**config.mk**
```make
export PLATFORM = sky130hd
export DESIGN_NAME = rr_mux_arbiter_flat
export DESIGN_NICKNAME = d
export VERILOG_FILES = /design/src/rtl/rr_mux_arbiter_if.sv /design/src/rtl/rr_mux_arbiter.sv /design/src/flat_wrapper.sv
export SDC_FILE = /design/constraint.sdc
export NUM_CORES = 1
export LEC_CHECK = 0
export CORE_UTILIZATION = 43
export CTS_CLUSTER_DIAMETER = 120
export DETAILED_ROUTE_END_ITERATION = 10
export GPL_TIMING_DRIVEN = 0
export PLACE_DENSITY_LB_ADDON = 0.25
export SLEW_MARGIN = 20
export SYNTH_ARGS = -nofsm -noshare
export SYNTH_HDL_FRONTEND = slang
export SYNTH_SLANG_ARGS = --single-unit
```
**constraint.sdc**
```tcl
create_clock -name clk -period 4.9 [get_ports clk]
set_input_delay 0.98 -clock clk [delete_from_list [all_inputs] [get_ports clk]]
set_output_delay 0.98 -clock clk [all_outputs]
set_load 0.005 [all_outputs]
```
**src/rtl/rr_mux_arbiter_if.sv**
```systemverilog
// Requester-side bus of the round-robin mux arbiter: requests and words in,
// grant/select and the registered selected word out.
interface rr_mux_arbiter_if #(
  parameter int WIDTH = 8
) ();
  logic [3:0]         req;
  logic [4*WIDTH-1:0] data_in;
  logic [3:0]         grant;
  logic [1:0]         sel;
  logic [WIDTH-1:0]   data_out;
  logic               valid_out;
  logic               busy;

  modport master (
    output req, data_in,
    input  grant, sel, data_out, valid_out, busy
  );

  modport slave (
    input  req, data_in,
    output grant, sel, data_out, valid_out, busy
  );
endinterface

```
**src/rtl/rr_mux_arbiter.sv**
```systemverilog
// Round-robin arbiter owning a 4:1 select datapath, with a per-owner burst
// limit that only bites while another requester is waiting.
module rr_mux_arbiter #(
  parameter int WIDTH    = 8,
  parameter int HOLD_MAX = 4
) (
  input  logic             clk,
  input  logic             rst,
  rr_mux_arbiter_if.slave  bus
);
  localparam int CW = $clog2(HOLD_MAX + 1);
  localparam logic [CW-1:0] CNT_MAX = CW'(HOLD_MAX);
  localparam logic [CW-1:0] CNT_ONE = CW'(1);

  typedef enum logic {IDLE, GRANT} state_t;

  state_t           state, state_n;
  logic [1:0]       ptr, ptr_n, sel_n;
  logic [CW-1:0]    cnt, cnt_n;
  logic [3:0]       grant_n, others;
  logic [WIDTH-1:0] words [4];
  logic             idle_found, rr_found;
  logic [1:0]       idle_pick, rr_pick;

  // {found, index} of the first set bit of r, scanning start, start+1, ... mod 4
  function automatic logic [2:0] first_set(input logic [3:0] r, input logic [1:0] start);
    logic [2:0] res;
    logic [1:0] idx;
    res = '0;
    for (int unsigned k = 0; k < 4; k++) begin
      idx = start + 2'(k);
      if (!res[2] && r[idx]) res = {1'b1, idx};
    end
    return res;
  endfunction

  // Excluding the owner's bit lets a full 4-position scan from owner+1 cover
  // exactly the other three requesters.
  always_comb begin
    for (int unsigned i = 0; i < 4; i++) words[i] = bus.data_in[i*WIDTH +: WIDTH];
    others                  = bus.req & ~bus.grant;
    {idle_found, idle_pick} = first_set(bus.req, ptr);
    {rr_found, rr_pick}     = first_set(others, bus.sel + 2'd1);
  end

  always_comb begin
    state_n = state;
    ptr_n   = ptr;
    cnt_n   = cnt;
    grant_n = bus.grant;
    sel_n   = bus.sel;
    unique case (state)
      IDLE: begin
        if (idle_found) begin
          grant_n = 4'b0001 << idle_pick;
          sel_n   = idle_pick;
          cnt_n   = CNT_ONE;
          state_n = GRANT;
        end
      end
      GRANT: begin
        if (bus.req[bus.sel] && (cnt < CNT_MAX || others == '0)) begin
          if (cnt < CNT_MAX) cnt_n = cnt + CNT_ONE;
        end else begin
          ptr_n = bus.sel + 2'd1;
          if (rr_found) begin
            grant_n = 4'b0001 << rr_pick;
            sel_n   = rr_pick;
            cnt_n   = CNT_ONE;
          end else begin
            grant_n = '0;
            state_n = IDLE;
          end
        end
      end
      default: state_n = IDLE;
    endcase
  end

  always_ff @(posedge clk) begin
    if (rst) begin
      state         <= IDLE;
      ptr           <= '0;
      cnt           <= '0;
      bus.grant     <= '0;
      bus.sel       <= '0;
      bus.data_out  <= '0;
      bus.valid_out <= 1'b0;
    end else begin
      state     <= state_n;
      ptr       <= ptr_n;
      cnt       <= cnt_n;
      bus.grant <= grant_n;
      bus.sel   <= sel_n;
      // Capture follows the grant already on the bus, hence one cycle behind it
      if (bus.grant != '0) begin
        bus.data_out  <= words[bus.sel];
        bus.valid_out <= 1'b1;
      end else begin
        bus.valid_out <= 1'b0;
      end
    end
  end

  assign bus.busy = (state == GRANT);
endmodule

```
**src/flat_wrapper.sv**
```systemverilog
// flat-port wrapper written by rule: the top's interface ports become plain ports
module rr_mux_arbiter_flat 
#(
  parameter int WIDTH    = 8,
  parameter int HOLD_MAX = 4
)
  (clk, rst, bus_req, bus_data_in, bus_grant, bus_sel, bus_data_out, bus_valid_out, bus_busy);
  rr_mux_arbiter_if #(.WIDTH(WIDTH)) bus_i ();
  input  logic clk;
  input  logic rst;
  input wire logic [$bits(bus_i.req)-1:0] bus_req;
  input wire logic [$bits(bus_i.data_in)-1:0] bus_data_in;
  output wire logic [$bits(bus_i.grant)-1:0] bus_grant;
  output wire logic [$bits(bus_i.sel)-1:0] bus_sel;
  output wire logic [$bits(bus_i.data_out)-1:0] bus_data_out;
  output wire logic [$bits(bus_i.valid_out)-1:0] bus_valid_out;
  output wire logic [$bits(bus_i.busy)-1:0] bus_busy;
  assign bus_i.req = bus_req;
  assign bus_i.data_in = bus_data_in;
  assign bus_grant = bus_i.grant;
  assign bus_sel = bus_i.sel;
  assign bus_data_out = bus_i.data_out;
  assign bus_valid_out = bus_i.valid_out;
  assign bus_busy = bus_i.busy;
  rr_mux_arbiter #(.WIDTH(WIDTH), .HOLD_MAX(HOLD_MAX)) u_core (.clk(clk), .rst(rst), .bus(bus_i));
endmodule
```
After elaboration in Yosys (flattened, before gate mapping)
Index checks and enable logic that the tools add are counted.
Storage, ports and cells
  logic and storage cells: 105
  register bits: 21
Operators by class
  equal/unequal tests: 5
  mux-type cells: 47
  $add $sub $neg: 8
  $lt $le $gt $ge: 11
  shift-type cells: 2
  bitwise logic cells: 5
  reduce and logical (&&, ||, !) cells: 20
Operator list (number)
  $mux W3: 12
  $lt A2 B3 Y1 const B: 9
  $bmux W1 S2: 9
  $bmux W8 S2: 1
  $mux W8: 2
  $mux W1: 13
  $mux W4: 3
  $add A2 B2 Y2 const B: 4
  $pmux W4 S2: 1
  $shl A1 B2 Y4 const A: 2
  $logic_and A1 B1 Y1: 7
  $add A2 B1 Y2 const B: 3
  $logic_not A1 Y1: 6
  $mux W2: 3
  $ne A3 B3 Y1 const B: 2
  $pmux W3 S2: 1
  $reduce_and A3 Y1: 2
  $and A4 B4 Y4: 1
  $logic_not A4 Y1: 1
  $ne A2 B2 Y1 const B: 2
  $not A4 Y4: 1
  $pmux W2 S2: 1
  $reduce_and A2 Y1: 2
  $reduce_bool A4 Y1: 1
  other kinds (8): 9

Longest topological paths before layout
Gate-level depths: netlist of the first run.
  depth in word-level cells: 18
  gate-level depth with buffers: 6
  mapped depth without buffers: 5

Least setup slack after synthesis of the first run
Ideal clock, no wire load.
  path kind: input-to-reg
  from: input bus_req[3]
  to: register u_core.cnt[1]
  cell stages on the path: 5
  library setup time: 66 ps
  data arrival time: 2168 ps
  slack: 2666 ps
  data required time: 4834 ps
  path through: or4_4 > nor2_4 > o22ai_4 > a211o_1 > a21oi_2
On the way
  cells in the longest elaborated chain, start to end: 15
Ends and longest elaborated chain
  start: declaration: RTL line flat_wrapper.sv:11  | input wire logic [$bits(bus_i.req)-1:0] bus_req;
  $and A4 B4 Y4: RTL line rr_mux_arbiter.sv:41  | others = bus.req & ~bus.grant;
  $bmux W1 S2: RTL line rr_mux_arbiter.sv:32  | if (!res[2] && r[idx]) res = {1'b1, idx};
  $mux W1 (not written as such): RTL line rr_mux_arbiter.sv:32
  $mux W3: RTL line rr_mux_arbiter.sv:32
  $logic_not A1 Y1: RTL line rr_mux_arbiter.sv:32
  $logic_and A1 B1 Y1: RTL line rr_mux_arbiter.sv:32
  $mux W3: RTL line rr_mux_arbiter.sv:32
  $logic_not A1 Y1: RTL line rr_mux_arbiter.sv:32
  $logic_and A1 B1 Y1: RTL line rr_mux_arbiter.sv:32
  $mux W3: RTL line rr_mux_arbiter.sv:32
  $logic_not A1 Y1: RTL line rr_mux_arbiter.sv:32
  $logic_and A1 B1 Y1: RTL line rr_mux_arbiter.sv:32
  $mux W3: RTL line rr_mux_arbiter.sv:32
  $ne A3 B3 Y1 (no source line)
  $reduce_and A3 Y1 (no source line)
  end signal: assignment: RTL line rr_mux_arbiter.sv:92  | cnt <= cnt_n;
  end: declaration: RTL line rr_mux_arbiter.sv:19  | logic [CW-1:0] cnt, cnt_n;
Parallel ways exist; a longest one is shown, timed or not. The select of a mux whose other input is x is not followed.
A chain may end at the register's enable or synchronous reset.

Worst setup path in the final report of the first run
  from: input bus_req[2]
  to: register u_core.bus.grant[0]
On the way
  cells in the longest elaborated chain, start to end: 17
Ends and longest elaborated chain
  $and A4 B4 Y4: RTL line rr_mux_arbiter.sv:41
  $bmux W1 S2: RTL line rr_mux_arbiter.sv:32
  $mux W1 (not written as such): RTL line rr_mux_arbiter.sv:32
  $mux W3: RTL line rr_mux_arbiter.sv:32
  $logic_not A1 Y1: RTL line rr_mux_arbiter.sv:32
  $logic_and A1 B1 Y1: RTL line rr_mux_arbiter.sv:32
  $mux W3: RTL line rr_mux_arbiter.sv:32
  $logic_not A1 Y1: RTL line rr_mux_arbiter.sv:32
  $logic_and A1 B1 Y1: RTL line rr_mux_arbiter.sv:32
  $mux W3: RTL line rr_mux_arbiter.sv:32
  $logic_not A1 Y1: RTL line rr_mux_arbiter.sv:32
  $logic_and A1 B1 Y1: RTL line rr_mux_arbiter.sv:32
  $mux W3: RTL line rr_mux_arbiter.sv:32
  $shl A1 B2 Y4: RTL line rr_mux_arbiter.sv:67  | grant_n = 4'b0001 << rr_pick;
  $mux W4: RTL line rr_mux_arbiter.sv:66  | if (rr_found) begin
  $mux W4: RTL line rr_mux_arbiter.sv:62  | if (bus.req[bus.sel] && (cnt < CNT_MAX || others == '0)) begin
  $pmux W4 S2: RTL line rr_mux_arbiter.sv:52  | unique case (state)
  end signal: assignment: RTL line rr_mux_arbiter.sv:93  | bus.grant <= grant_n;
  end: declaration: RTL line rr_mux_arbiter_if.sv:21  | output grant, sel, data_out, valid_out, busy
Parallel ways exist; a longest one is shown, timed or not. The select of a mux whose other input is x is not followed.

==> summary.txt, run 1 <==
Finish
  • Final net count: 245
  • Antenna cells: 0
  • Layout Utilization: 0.660
  • Share of cells above drive strength 1: 0.176
  • Register Area: 420 um2
  • Area taken by multi-input logic gates: 935 um2
  • Area Overhead vs Synth: 41.3%
  • FILL cells: 254

Clocking
  • CTS tree: done
  • Bufs on Longest Clock Path: 2
  • Post-cts hold buffer count: 0
  • CTS root buf: clkbuf_4
  • Sink Count: 21
  • CTS HTree Levels: 1
  • Reg clk slew, reported paths: 0.12 ns
  • Post-CTS setup repair buffer count: 0
  • Worst-skew pair later-pin latency: 0.30 ns
  • CTS resizes: 0
  • Clock buffer count from CTS: 3

Worst setup path
  • Startpoint types: input port
  • CP peak stage delay: 0.59 ns
  • Crit path arrival time: 2.93 ns
  • CP cell instances: clkdlybuf4s50_1, nor2b_2, o41ai_2, a31oi_4, o21ai_0, a31oi_1
  • Worst path slowest cell: o41ai_2
  • Setup CP Type: input port to register
  • Data required time of the worst path: 5.09 ns
  • Worst setup path start: bus_req[2]
  • CP endpoint kind: register
  • Critical Path Fanout Max: 8
  • Worst reg-to-reg setup slack: 3.05 ns
  • Critical R2R Launch: u_core.bus.grant[3]
  • Buf+Inv Stages, Crit Path: 1
  • Top Family by Delay on Critical Path: compound AO/OA/AOI/OAI gates

Global routing
  • Initial antenna violation count: 0
  • Gr usage total: 0.233
  • Grt ovf: 0
  • Number of global-route vias before repair: 1356
  • Global-route wire length before repair: 6.26 mm
  • Largest net degree at the start of global routing: 13

STA
  • Final Hold Vio Count: 0
  • Fin Setup TNS: 0 ns
  • Least-Margin Pin Slew: 0.874 ns
  • Clk_skew: 0.00496 ns
  • Tmin final: 2.74 ns
  • Setup WS post-layout: 2.16 ns
  • Final Setup Violations: 0
  • Final period utilization: 0.560
  • RSZ-0062 raised after global routing: no
  • Max-slew violation count: 0
  • Max Clock Freq: 365 MHz
  • Relative slew slack: 0.412

Synth
  • Synth Register Bits: 21
  • EDFF count, synth: 0
  • Synth Net Count: 188
  • Syn Area/Cell: 9.80 um2
  • Sequential area share after synthesis: 0.288
  • Async set-reset flop share out of synthesis: 0
  • Synth warnings: 0
  • Mapped Cells: 149
  • Most used flip-flop cell after synthesis: dfxtp_1
  • Synth Cell Area: 1460 um2
  • Cell variety after synth: 51

Run
  • Max_cap viols: 0

Placed design
  • Pre-CTS setup slack: 1.86 ns
  • Port bufs: 52
  • Dpl hpwl: 2.98 mm
  • GPL Wtd Cong: 0.867

Pwr
  • Combinational fraction of design power: 0.489
  • Pleak: 0.759 nW
  • VDD IR max: 146 uV
  • P_int: 0.398 mW
  • Sw power: 0.216 mW
  • Power share of the sequential group: 0.374
  • Pwr dens: 298 nW/um2
  • Power share of the clock group: 0.137
  • Sw Share: 0.352

Die
  • Row count: 20
  • Die ar.: 3630 um2
  • Die width: 60.3 um
  • Core area: 3130 um2
  • I/O pin total: 54
  • Die height: 60.3 um
  • Initial Util: 0.467

Hold path
  • Hold WC Path Type: register to register
  • Hold Startpoint: u_core.bus.data_out[2]

Routing
  • DR iter-0 viols: 88
  • Vias: 1379
  • Post-route ant nets: 0
  • Initial DRT Pass Iterations: 4
  • Drt drc: 0
  • Routed WL per cell: 15.0 um
  • Via-per-instance ratio: 5.54
  • Routed WL: 3.73 mm

Run status
  • Status: finished, final reports clean
[path summary, 6_finish.rpt]
kind	depth (start not counted)	to
max reg2reg	5	u_core.bus.grant[0]
max	6	u_core.bus.grant[0]
min reg2reg	2	u_core.bus.data_out[2]
min	2	u_core.bus.data_out[2]
[metrics by stage]
step           instance area [um2]  power (mW)  cells  hold slack (ns)
3_5_place_dp                  2040       0.533    245            0.446
5_1_grt                       2060       0.658    249            0.483
4_1_cts                       2060       0.618    249            0.468
3_3_place_gp                  2040       0.525    245            0.437
2_1_floorplan                 1460       0.411    149            0.445
6_report                      2060       0.614    249            0.467
[synthesized netlist by cell type (2+ instances only)]
library cell,instances,area [um2]
nand3_1,3,15.0
mux2i_1,2,20.0
clkbuf_8,2,27.5
o21ai_0,6,30.0
inv_1,9,33.8
clkbuf_1,2,7.51
a211oi_1,4,30.0
nor3_1,2,10.0
nand2b_1,4,25.0
mux4_2,8,180
a21oi_2,2,17.5
a22oi_1,2,15.0
nor2b_4,2,27.5
dfxtp_1,21,420
mux2_4,3,45.0
nand2_1,17,63.8
nor2_1,9,33.8
a21oi_1,13,65.1
a31oi_1,5,31.3
and2b_2,2,17.5
[worst register-to-register path, cell delays in order, from the launching register on]
cell     delay [ns]
dfxtp_1        0.55
nor2b_4        0.10
o41ai_2        0.57
a31oi_4        0.21
o21ai_0        0.24
a31oi_1        0.06
[layer usage]
layer | global-route usage | part of all wire | wire [um] | vias to the layer above
met3 | 0.0519 | 0.064 | 239 | 2
met4 | 0.0498 | 0.0072 | 27 | 0
met2 | 0.399 | 0.51 | 1920 | 50
li1 | - | - | - | 676
met1 | 0.296 | 0.41 | 1540 | 651
met5 | 0 | 0 | 0 | -
[power by group through the flow]
stage / logic, mW / clock network [mW] / registers (mW)
floorplan: 0.180 / 0 / 0.231
global placement: 0.294 / 0 / 0.231
detailed placement: 0.301 / 0 / 0.233
CTS: 0.302 / 0.0868 / 0.229
global route: 0.329 / 0.0941 / 0.235
finish: 0.300 / 0.0843 / 0.230
[cells by family (layout without fill, tap and decap cells)]
kind of cell,after synthesis,after routing,share of synthesized area
compound gates,47,47,0.242
fa+ha+maj,1,1,0.00857
flops,21,21,0.288
buf+inv,16,72,0.0720
mux,13,13,0.168
xor+xnor,1,1,0.00600
simple gates,50,50,0.216
[final cells by class]
class | count | area share
tap | 44 | 0.0267
buffer | 7 | 0.0346
timing repair buffer | 52 | 0.252
clock buffer | 3 | 0.0109
multi-input combinational | 112 | 0.453
sequential | 21 | 0.204
clock inverter | 1 | 0.00243
inverter | 9 | 0.0164
[state kept, by name (all words and copies together) (netlist names)]
name / cells
u_core.bus.valid_out: 1
u_core.cnt: 3
u_core.ptr: 2
u_core.bus.grant: 4
u_core.bus.sel: 2
u_core.bus.busy: 1
u_core.bus.data_out: 8
[cells in the final DEF, fill, tap and decap left out, types with 4 or more instances in the layout]
cell type / instances
a211oi_1: 4
clkdlybuf4s50_1: 52
mux4_2: 8
dfxtp_1: 21
nand2_1: 17
a31oi_1: 5
a21oi_1: 13
nor2_1: 9
nand2b_1: 4
inv_1: 9
o21ai_0: 6
Power figures use the tool's default switching activity.
==> run 2, diff against run 1 <==
- clock period: 4.9 -> 2.65 ns (I/O delays scaled with it)
==> results of run 2 <==
Same layout as run 1 (identical final DEF). Status: finished, final reports clean.
Main changes from that run: setup slack after placement 1.86 ns -> 0.0614 ns; setup slack after layout 2.16 ns -> 0.357 ns; hold slack 0.467 ns -> 0.451 ns; register-to-register setup slack 3.05 ns -> 0.80 ns; end point of the worst hold path u_core.bus.data_out[2] -> u_core.cnt[0]; total power 0.614 mW -> 1.14 mW; worst IR drop on VDD 146 uV -> 270 uV
==> run 3, diff against run 2 <==
--- a/config.mk
+++ b/config.mk
@@ -6,9 +6,9 @@
 export NUM_CORES = 1
 export LEC_CHECK = 0
-export CORE_UTILIZATION = 43
+export CORE_UTILIZATION = 30
 export CTS_CLUSTER_DIAMETER = 120
 export DETAILED_ROUTE_END_ITERATION = 10
 export GPL_TIMING_DRIVEN = 0
-export PLACE_DENSITY_LB_ADDON = 0.25
+export PLACE_DENSITY_LB_ADDON = 0.05
 export SLEW_MARGIN = 20
 export SYNTH_ARGS = -nofsm -noshare
==> constraint.sdc (replaced) <==
create_clock -name clk -period 2.65 [get_ports clk]
set_input_delay 0.53 -clock clk [delete_from_list [all_inputs] [get_ports clk]]
set_output_delay 0.53 -clock clk [all_outputs]
set_load 0.05 [all_outputs]
==> summary.txt, run 3 (same netlist as run 1, synthesis figures left out) <==
Clocking
  • Reg clk slew, reported paths: 0.08 ns
  • CTS tree: done
  • Post-cts hold buffer count: 0
  • Clock buffer count from CTS: 3
  • Sink Count: 21
  • CTS HTree Levels: 1
  • Post-CTS setup repair buffer count: 0
  • Worst-skew pair later-pin latency: 0.26 ns
  • CTS resizes: 0
  • CTS root buf: clkbuf_8
  • Bufs on Longest Clock Path: 2

Pwr
  • VDD IR max: 215 uV
  • Power share of the sequential group: 0.313
  • Pwr dens: 647 nW/um2
  • Pleak: 0.764 nW
  • Power share of the clock group: 0.153
  • Combinational fraction of design power: 0.534
  • Sw Share: 0.419
  • P_int: 0.787 mW
  • Sw power: 0.567 mW

STA
  • Final Hold Vio Count: 0
  • Max-slew violation count: 0
  • Final period utilization: 0.846
  • Clk_skew: 0.00556 ns
  • Final Setup Violations: 0
  • RSZ-0062 raised after global routing: no
  • Fin Setup TNS: 0 ns
  • Relative slew slack: 0.409
  • Max Clock Freq: 446 MHz
  • Least-Margin Pin Slew: 0.880 ns
  • Tmin final: 2.24 ns

Finish
  • Area Overhead vs Synth: 43.4%
  • Commonest non-fill, non-tap cell in the layout: clkdlybuf4s50_1
  • Non-filler cells, final: 259
  • Register Area: 420 um2
  • Finished Cell Area: 2090 um2
  • FILL cells: 448
  • Reg with most FFs: u_core.bus.data_out
  • Max reg flops: 8
  • Final net count: 245
  • Antenna cells: 0
  • Commonest non-fill, non-tap cells in the layout: 52 x clkdlybuf4s50_1, 21 x dfxtp_1, 17 x nand2_1
  • Largest regs: u_core.bus.data_out: 8 flops, u_core.bus.grant: 4 flops, u_core.cnt: 3 flops
  • Share of cells above drive strength 1: 0.171
  • Area taken by multi-input logic gates: 935 um2

Worst setup path
  • Worst path slowest cell: clkdlybuf4s50_1
  • Worst setup path start: bus_req[2]
  • Worst reg-to-reg setup slack: 0.92 ns
  • Data required time of the worst path: 2.85 ns
  • Reg2reg end: u_core.bus.sel[1]
  • Buf+Inv Stages, Crit Path: 1
  • Startpoint types: input port
  • Setup CP Type: input port to register
  • CP endpoint kind: register
  • Crit path arrival time: 2.44 ns
  • Critical R2R Launch: u_core.bus.sel[0]
  • CP cell instances: clkdlybuf4s50_1, nor2b_2, nor4_4, o22ai_4, a211o_1, a21oi_2
  • Critical Path Fanout Max: 7
  • Top Family by Delay on Critical Path: simple AND/OR/NAND/NOR gates
  • R2R depth: 6
  • Worst setup path end: u_core.cnt[1]
  • CP peak stage delay: 0.58 ns
  • Crit path depth: 6

Routing
  • Initial DRT Pass Iterations: 4
  • Routed WL per cell: 15.6 um
  • DR iter-0 viols: 56
  • Via-per-instance ratio: 5.27
  • Post-route ant nets: 0
  • Vias: 1364
  • Drt drc: 0
  • Routed WL: 4.04 mm

Placed design
  • Cell Area, Placed: 2050 um2
  • Dpl hpwl: 3.13 mm
  • GPL Wtd Cong: 0.793
  • Placed insts: 255
  • Port bufs: 52

Global routing
  • Number of global-route vias before repair: 1445
  • Initial antenna violation count: 0
  • Global-route wire length before repair: 6.81 mm
  • Largest net degree at the start of global routing: 12
  • Gr usage total: 0.165
  • Grt ovf: 0

Die
  • Core area: 4690 um2
  • I/O pin total: 54
  • Die ar.: 5150 um2
  • Die height: 71.8 um
  • Die width: 71.8 um
  • Initial Util: 0.311
  • Row count: 25

Hold path
  • Hold WC Path Type: register to register

Run
  • Max_cap viols: 0

Run status
  • Status: finished, final reports clean
## run 3: worst register-to-register path: stages (launching register included)
cell and delay (ns):
dfxtp_1 0.44, buf_2 0.37, nor2_1 0.12, a22o_1 0.25, o22ai_4 0.20, nor2_1 0.07
a211oi_1 0.21
## run 3: metal layers
metal  part of all wire  track usage  vias to the layer above
met5                  0            0                        -
met1               0.46        0.201                      642
met3              0.061       0.0197                        2
li1                   -            -                      673
met4             0.0072       0.0392                        0
met2               0.48        0.309                       47
## run 3: layout make-up
| type | count | share of cell area |
|---|---|---|
| inverter | 9 | 0.0161 |
| tap | 54 | 0.0323 |
| buffer | 7 | 0.0341 |
| clock buffer | 4 | 0.0215 |
| sequential | 21 | 0.201 |
| timing repair buffer | 52 | 0.249 |
| multi-input combinational | 112 | 0.447 |
## run 3: worst min-delay path by stage
stage                                       from                endpoint  slack [ns]  depth (start not counted)
after global routing      u_core.bus.data_out[5]  u_core.bus.data_out[5]        0.48                          2
after floorplan                    u_core.cnt[0]           u_core.cnt[0]        0.45                          1
final                     u_core.bus.data_out[0]  u_core.bus.data_out[0]        0.45                          2
after CTS                 u_core.bus.data_out[0]  u_core.bus.data_out[0]        0.45                          2
after global placement    u_core.bus.data_out[5]  u_core.bus.data_out[5]        0.44                          2
after detailed placement  u_core.bus.data_out[0]  u_core.bus.data_out[0]        0.44                          2
## run 3: stage by stage
step / hold WS, ns / power [mW] / worst slack (ns) / utilization
2_1_floorplan: 0.452 / 0.924 / 0.631 / -
3_3_place_gp: 0.438 / 1.15 / 0.184 / 0.437
3_5_place_dp: 0.442 / 1.16 / 0.136 / 0.437
4_1_cts: 0.453 / 1.37 / 0.399 / 0.446
5_1_grt: 0.484 / 1.45 / 0.313 / 0.446
6_report: 0.450 / 1.35 / 0.408 / 0.446
## run 3: power groups by stage
stage	Combinational [mW]	Clock, mW	Sequential (mW)
6_report	0.723	0.207	0.424
5_1_grt	0.780	0.234	0.435
4_1_cts	0.727	0.219	0.426
3_5_place_dp	0.725	0	0.432
3_3_place_gp	0.719	0	0.430
2_1_floorplan	0.333	0	0.591
